--- config.mk ---
export PLATFORM = sky130hd
export DESIGN_NAME = onehot_decoder_pipe
export DESIGN_NICKNAME = d
export VERILOG_FILES = /design/src/rtl/onehot_pkg.sv /design/src/rtl/onehot_decode_comb.sv /design/src/rtl/onehot_decoder_pipe.sv
export SDC_FILE = /design/constraint.sdc
export NUM_CORES = 1
export LEC_CHECK = 0
export CORE_UTILIZATION = 50
export DETAILED_ROUTE_END_ITERATION = 8
export PLACE_DENSITY_LB_ADDON = 0.08
export SYNTH_ARGS = -nofsm -noshare
export SYNTH_HDL_FRONTEND = slang
export SYNTH_SLANG_ARGS = --single-unit
--- constraint.sdc ---
create_clock -name clk -period 3.8 [get_ports clk]
set_input_delay 0.76 -clock clk [delete_from_list [all_inputs] [get_ports clk]]
set_output_delay 0.76 -clock clk [all_outputs]
set_load 0.05 [all_outputs]
--- src/rtl/onehot_pkg.sv ---
// onehot_pkg: shared definitions for the registered one-hot decoder.
//   MODE_*          in_mode encodings (MODE_RSVD decodes as one-hot)
//   MAX_RESULT_WID  widest decoded vector decode_vec can produce
//   decode_t        decoded vector plus out-of-range flag
//   decode_vec()    decode of a zero-extended index into one-hot, thermometer or
//                   inverted one-hot, with all-zero output when out of range
package onehot_pkg;

    localparam logic [1:0] MODE_ONEHOT = 2'b00;
    localparam logic [1:0] MODE_THERM  = 2'b01;
    localparam logic [1:0] MODE_INV    = 2'b10;
    localparam logic [1:0] MODE_RSVD   = 2'b11;

    // Upper bound on RESULT_WID for any instance; covers WID up to 8.
    localparam int unsigned MAX_RESULT_WID = 256;

    typedef struct packed {
        logic                      err;
        logic [MAX_RESULT_WID-1:0] vec;
    } decode_t;

    // Bits at or above result_wid are always zero. An index outside the
    // result width yields err=1 and an all-zero vector in every mode.
    function automatic decode_t decode_vec(input logic [31:0] idx,
                                           input logic [1:0]  mode,
                                           input int unsigned result_wid);
        decode_t res;
        res.vec = '0;
        res.err = (idx >= result_wid);
        if (!res.err) begin
            for (int unsigned i = 0; i < MAX_RESULT_WID; i++) begin
                if (i < result_wid) begin
                    case (mode)
                        MODE_THERM: res.vec[i] = (i <= idx);
                        MODE_INV:   res.vec[i] = (i != idx);
                        default:    res.vec[i] = (i == idx);
                    endcase
                end
            end
        end
        return res;
    endfunction

endpackage

--- src/rtl/onehot_decode_comb.sv ---
// onehot_decode_comb: purely combinational index decoder.
//   idx   binary index (WID bits)
//   mode  decode mode (see onehot_pkg MODE_*)
//   vec   decoded vector (RESULT_WID bits), zero when idx is out of range
//   err   idx >= RESULT_WID
module onehot_decode_comb
    import onehot_pkg::*;
#(
    parameter int unsigned WID        = 4,
    parameter int unsigned RESULT_WID = 16
) (
    input  logic [WID-1:0]        idx,
    input  logic [1:0]            mode,
    output logic [RESULT_WID-1:0] vec,
    output logic                  err
);

    logic [31:0] idx_ext;
    decode_t     dec;
    // Bits above RESULT_WID are zero by construction and intentionally dropped.
    decode_t     unused_dec;

    always_comb begin
        idx_ext          = '0;
        idx_ext[WID-1:0] = idx;
        dec              = decode_vec(idx_ext, mode, RESULT_WID);
        vec              = dec.vec[RESULT_WID-1:0];
        err              = dec.err;
        unused_dec       = dec;
    end

endmodule

--- src/rtl/onehot_decoder_pipe.sv ---
// onehot_decoder_pipe: single-stage registered decoder with valid/ready flow control.
//   clk, rst              clock and synchronous active-high reset
//   in_valid/in_ready     input handshake; in_ready = !out_valid || out_ready
//   in_dat, in_mode       binary index and decode mode
//   out_valid/out_ready   output handshake
//   out_result, out_err   registered decoded vector and out-of-range flag
//   err_cnt, err_clr      saturating count of accepted out-of-range indices; sync clear
module onehot_decoder_pipe
    import onehot_pkg::*;
#(
    parameter int unsigned WID        = 4,
    parameter int unsigned RESULT_WID = 16,
    parameter int unsigned CNT_WID    = 8
) (
    input  logic                  clk,
    input  logic                  rst,
    input  logic                  in_valid,
    output logic                  in_ready,
    input  logic [WID-1:0]        in_dat,
    input  logic [1:0]            in_mode,
    output logic                  out_valid,
    input  logic                  out_ready,
    output logic [RESULT_WID-1:0] out_result,
    output logic                  out_err,
    output logic [CNT_WID-1:0]    err_cnt,
    input  logic                  err_clr
);

    localparam logic [CNT_WID-1:0] CNT_MAX = '1;

    logic [RESULT_WID-1:0] dec_vec;
    logic                  dec_err;
    logic                  accept;
    logic                  handoff;

    logic                  out_valid_q;
    logic [RESULT_WID-1:0] out_result_q;
    logic                  out_err_q;
    logic [CNT_WID-1:0]    err_cnt_q;

    onehot_decode_comb #(
        .WID        (WID),
        .RESULT_WID (RESULT_WID)
    ) u_decode (
        .idx  (in_dat),
        .mode (in_mode),
        .vec  (dec_vec),
        .err  (dec_err)
    );

    always_comb begin
        in_ready = !out_valid_q || out_ready;
        accept   = in_valid && in_ready;
        handoff  = out_valid_q && out_ready;
    end

    // Accept wins over handoff so back-to-back transfers keep out_valid high.
    always_ff @(posedge clk) begin
        if (rst) begin
            out_valid_q  <= 1'b0;
            out_result_q <= '0;
            out_err_q    <= 1'b0;
        end else if (accept) begin
            out_valid_q  <= 1'b1;
            out_result_q <= dec_vec;
            out_err_q    <= dec_err;
        end else if (handoff) begin
            out_valid_q  <= 1'b0;
        end
    end

    // Clear takes priority over a coincident out-of-range accept.
    always_ff @(posedge clk) begin
        if (rst || err_clr) begin
            err_cnt_q <= '0;
        end else if (accept && dec_err && (err_cnt_q != CNT_MAX)) begin
            err_cnt_q <= err_cnt_q + CNT_WID'(1);
        end
    end

    assign out_valid  = out_valid_q;
    assign out_result = out_result_q;
    assign out_err    = out_err_q;
    assign err_cnt    = err_cnt_q;

endmodule
==> results of run 1 <==
metal layers:
metal  wire [µm]  GRT usage [%]
met5           0              0
met4          33           9.01
met3         113           2.63
met2        1460           38.3
met1        1270           28.4
placed cells by master (no fill, tap or decap), types with 2 or more instances in the layout:
cell type | netlist | final
clkdlybuf4s50_1 | 0 | 27
nand4_1 | 2 | 2
nand2_1 | 16 | 16
nor4bb_1 | 3 | 3
inv_1 | 6 | 6
nand3_1 | 4 | 4
o221ai_1 | 4 | 4
nor4b_1 | 2 | 2
a221o_1 | 2 | 2
o21ai_0 | 6 | 6
a211o_1 | 2 | 2
clkbuf_4 | 0 | 3
a21oi_1 | 15 | 15
ha_1 | 2 | 2
a211oi_1 | 3 | 3
o211ai_1 | 11 | 11
nand2b_1 | 3 | 3
a41oi_1 | 2 | 2
a311oi_1 | 2 | 2
or3_1 | 2 | 2
buf_4 | 9 | 2
conb_1 | 1 | 9
dfxtp_1 | 17 | 17
nor2_1 | 6 | 6
cells by family after synthesis:
| family | count (synthesis) |
|---|---|
| compound gates | 53 |
| simple gates | 50 |
| buf+inv | 34 |
| flops | 17 |
| fa+ha+maj | 2 |
| xor+xnor | 1 |
| other cells | 1 |
path summary, 6_finish.rpt:
check                                 endpoint  slack (ns)           from  depth (start not counted)
worst min register to register   out_result[2]        0.46  out_result[2]                          2
worst min-delay path             out_result[2]        0.46  out_result[2]                          2
worst max register to register  out_result[14]        2.37      out_valid                          4
worst max-delay path                  in_ready        0.87      out_ready                          3
report_power, final:
| part | internal [mW] | switching (mW) | total (mW) |
|---|---|---|---|
| Sequential | 0.191 | 0.00627 | 0.197 |
| Combinational | 0.0616 | 0.130 | 0.192 |
| Clock | 0.0391 | 0.0598 | 0.0989 |
| Total | 0.292 | 0.196 | 0.488 |
registers in the layout (all words and copies together) (netlist names):
signal      cells
out_result     16
out_valid       1
cell type report:
class	count	area share, %
multi-input combinational	115	50.6
timing repair buffer	29	19.7
sequential	17	23.5
inverter	7	1.82
clock inverter	1	0.346
clock buffer	3	1.56
tap	28	2.42
metrics by stage:
| step | power [mW] | instances | setup slack, ns | area [µm²] | util (%) |
|---|---|---|---|---|---|
| floorplan | 0.351 | 166 | 1.71 | 1260 | - |
| global route | 0.513 | 200 | 0.830 | 1450 | 64.1 |
| global placement | 0.388 | 196 | 0.795 | 1420 | 62.9 |
| detailed placement | 0.392 | 196 | 0.730 | 1420 | 62.9 |
| CTS | 0.492 | 200 | 0.865 | 1450 | 64.1 |
| finish | 0.488 | 200 | 0.871 | 1450 | 64.1 |
worst max-delay path, cell delays in order:
cell and delay [ns]:
clkdlybuf4s50_1 0.44, nand2b_1 0.15, clkdlybuf4s50_1 0.82
==> flow_summary.json, run 1 <==
{
  "whs_ns": 0.460,
  "antenna_found_initial": 0,
  "muxShareOfSynthArea_pct": 0,
  "setup_viol": 0,
  "via_count": 1217,
  "power.leakage_nw": 0.503,
  "hold_viol_final": 0,
  "yosys-top-cells-count": "17 x dfxtp_1, 16 x nand2_1, 15 x a21oi_1",
  "start_util_pct": 54.4,
  "fin_tns_setup_ns": 0,
  "synth-main-ff-cell": "dfxtp_1",
  "final_net_count": 186,
  "synth_top_family_by_area": "compound AO/OA/AOI/OAI gates",
  "synth_area_um2": 1230,
  "io_pins": 38,
  "cts_buffers": 3,
  "drc_errors": 0,
  "avgSynthCellArea_um2": 7.77,
  "multi_input_area_um2": 731,
  "ys_seq_elements": 17,
  "grt_pass1_vias": 1017,
  "synth_cell_types": 45,
  "synth_most_common_cell": "dfxtp_1",
  "initialDrtViolationCount": 33,
  "min_path_type": "register to register",
  "critPathMaxFanout": 4,
  "grt-ovfl-total": 0,
  "wl_per_cell_um": 14.4,
  "grt_pass1_wl_um": 4540,
  "cts_setup_buffers": 0,
  "yosysTopAreaCellShare_pct": 27.7,
  "die_width_um": 51.5,
  "synth_edf_count": 0,
  "cts_hold_buf": 0,
  "area_delta_synth_final_pct": 17.7,
  "slew_headroom_pct": 45.3,
  "synth-async-reset-ratio_pct": 0,
  "cts_resized": 0,
  "synthCells": 158,
  "die_h_um": 51.5,
  "cts_tree": "yes",
  "final_max_slew_viol_count": 0,
  "timing.fmax_mhz": 341,
  "grt_max_degree": 28,
  "nFillCells": 213,
  "clock_tree.buffer_depth": 2,
  "path_clk_slew_ns": 0.11,
  "cap_viol_max_count": 0,
  "required_ns": 3.04,
  "portBuffers": 27,
  "crit_path_end_kind": "output pin",
  "antenna_left": 0,
  "critPathLaunchType": "primary input",
  "skew_ns": 0.00424,
  "synth_compound_area_share_pct": 30.0,
  "synth_fa_ha_area_share_pct": 2.04,
  "worstMarginPinSlew_ns": 0.819,
  "seqCellArea_um2": 340,
  "period_share_pct": 77.1,
  "rsz0062_at_grt": "false",
  "drt-vias-per-instance": 6.09,
  "h-tree-depth": 1,
  "numClockSinks": 17,
  "grt_usage_pct": 22.4,
  "synth-simple-area-share_pct": 24.1,
  "coreArea_um2": 2250,
  "rows": 17,
  "period_needed_ns": 2.93,
  "synth.top_cells.by_area": "dfxtp_1 28%, o211ai_1 6.7%, a21oi_1 6.1%, buf_4 5.5%, nand2_1 4.9%",
  "yosysSeqAreaShare_pct": 27.7,
  "cts_root_buffer": "clkbuf_4",
  "place_congestion": 0.788,
  "powerDensity_nw_per_um2": 338,
  "peakVddDrop_mv": 0.214,
  "critPathKind": "primary input to output pin",
  "hpwl_um": 1940,
  "antenna_cells": 0,
  "drive_gt1_share_pct": 5.23,
  "status": "complete, no violations",
  "ys.warnings.count": 0,
  "drt-total-wl_um": 2870,
  "yosys.area.top_type": "dfxtp_1",
  "worst_ep_arrival_time_ns": 2.17,
  "dr.pass1.iters": 4,
  "synth-xor-area-share_pct": 0.714,
  "clk_latency_ns": 0.29,
  "die_area_um2": 2660
}
Note: power is estimated with default switching activity, not from simulation.
==> inputs of run 2 (changes only) <==
--- a/config.mk
+++ b/config.mk
@@ -5,7 +5,7 @@
 export SDC_FILE = /design/constraint.sdc
 export NUM_CORES = 1
 export LEC_CHECK = 0
-export CORE_UTILIZATION = 50
+export CORE_UTILIZATION = 42
 export DETAILED_ROUTE_END_ITERATION = 8
 export PLACE_DENSITY_LB_ADDON = 0.08
 export SYNTH_ARGS = -nofsm -noshare
==> constraint.sdc (replaced) <==
create_clock -name clk -period 2.5 [get_ports clk]
set_input_delay 0.5 -clock clk [delete_from_list [all_inputs] [get_ports clk]]
set_output_delay 0.5 -clock clk [all_outputs]
set_load 0.05 [all_outputs]
==> run 2 against run 1 <==
  * Non-clock buffer count is 10 higher
  * Combinational power is 59% higher
  * Critical path depth is 2 lower
  * Critical endpoint is now out_result[9]
  * Wire length is 1.9% lower
  * Sequential power is 52% higher
  * Sequential share of layout area is 1.3 points lower
==> flow_summary.json, run 2 (synthesis gave the netlist of run 1 again) <==
{
  "nFillCells": 283,
  "portBuffers": 27,
  "powerDensity_nw_per_um2": 496,
  "hpwl_um": 2030,
  "whs_ns": 0.458,
  "area_delta_synth_final_pct": 24.9,
  "min_path_type": "register to register",
  "final_cells": 213,
  "crit_family": "buffers and inverters",
  "cts_root_buffer": "clkbuf_4",
  "critPathKind": "register to output pin",
  "h-tree-depth": 1,
  "final_area_um2": 1530,
  "final_max_slew_viol_count": 0,
  "cts_hold_buf": 0,
  "cts_buffers": 3,
  "drt-total-wl_um": 2820,
  "timing.fmax_mhz": 514,
  "die_area_um2": 3140,
  "final_common_cell": "clkdlybuf4s50_1",
  "fin_tns_setup_ns": 0,
  "grt_usage_pct": 19.1,
  "grt_pass1_vias": 1038,
  "rows": 19,
  "setup_viol": 0,
  "place_congestion": 0.841,
  "critPathLaunchType": "register",
  "die_h_um": 56.1,
  "antenna_cells": 0,
  "cp_slowest_stage_delay_ns": 0.80,
  "hold_viol_final": 0,
  "grt-ovfl-total": 0,
  "worstMarginPinSlew_ns": 0.540,
  "clk_latency_ns": 0.30,
  "peakVddDrop_mv": 0.322,
  "dp.cells": 209,
  "status": "complete, no violations",
  "io_pins": 38,
  "cap_viol_max_count": 0,
  "required_ns": 2.00,
  "slew_headroom_pct": 64.0,
  "path_clk_slew_ns": 0.11,
  "rsz0062_at_grt": "false",
  "drc_errors": 0,
  "power.leakage_nw": 0.554,
  "grt_pass1_wl_um": 4840,
  "drt-vias-per-instance": 5.71,
  "initialDrtViolationCount": 32,
  "grt_max_degree": 25,
  "worst_ep_arrival_time_ns": 1.45,
  "via_count": 1216,
  "cts_resized": 0,
  "cts_setup_buffers": 0,
  "critPathBufInv": 1,
  "skew_ns": 0.00563,
  "placed_cell_area_um2": 1510,
  "numClockSinks": 17,
  "dr.pass1.iters": 4,
  "layout_common_cells": "26 x clkdlybuf4s50_1, 17 x dfxtp_1, 16 x nand2_1, 15 x a21oi_1, 12 x buf_4",
  "antenna_left": 0,
  "worstPathCellList": "clkdlybuf4s50_1",
  "coreArea_um2": 2760,
  "start_util_pct": 44.5,
  "clock_tree.buffer_depth": 2,
  "die_width_um": 56.1,
  "slowest_stage": "clkdlybuf4s50_1",
  "largest_reg_flops": 16,
  "drive_gt1_share_pct": 10.4,
  "final_net_count": 196,
  "antenna_found_initial": 0,
  "cts_tree": "yes",
  "fin_util_pct": 55.6,
  "wl_per_cell_um": 13.2,
  "critPathMaxFanout": 2,
  "crit_path_end_kind": "output pin",
  "period_needed_ns": 1.95,
  "period_share_pct": 77.8
}
-- run 2: power breakdown --
group          switching (mW)  leakage (nW)  internal (mW)
Clock                  0.0928        0.0150         0.0621
Combinational           0.198         0.400          0.107
Sequential            0.00882         0.140          0.290
-- run 2: layout make-up --
cell class | count | area, µm² | share of cell area, %
Clock buffer | 4 | 26.3 | 1.71
Inverter | 7 | 26.3 | 1.71
Multi-Input combinational cell | 115 | 731 | 47.7
Sequential cell | 17 | 340 | 22.2
Tap cell | 31 | 38.8 | 2.53
Timing Repair Buffer | 39 | 370 | 24.2
-- run 2: final timing paths --
check	from	to	slack [ns]	depth (start not counted)
min reg2reg	out_result[6]	out_result[6]	0.46	2
max	out_result[9]	out_result[9]	0.55	1
min	out_result[6]	out_result[6]	0.46	2
max reg2reg	out_valid	out_result[12]	1.10	4
-- run 2: stage by stage --
step / setup slack (ns) / power, mW
after floorplan: 0.526 / 0.534
after global placement: 0.265 / 0.607
after detailed placement: 0.256 / 0.610
after CTS: 0.539 / 0.767
after global routing: 0.395 / 0.805
final: 0.555 / 0.760
-- run 2: worst register-to-register path, stage by stage, from the launching register on --
cell and delay [ns]:
dfxtp_1 0.33, nand2b_1 0.16, and2_1 0.50, o211ai_1 0.18, a21oi_1 0.18
-- run 2: per-layer routing --
layer	share of wire, %	wire [µm]	track usage (%)	vias up
met4	1.8	52	7.67	0
met5	0	0	0	-
met1	48	1360	26.0	557
li1	-	-	-	623
met2	46	1300	30.3	30
met3	4.0	112	3.02	6
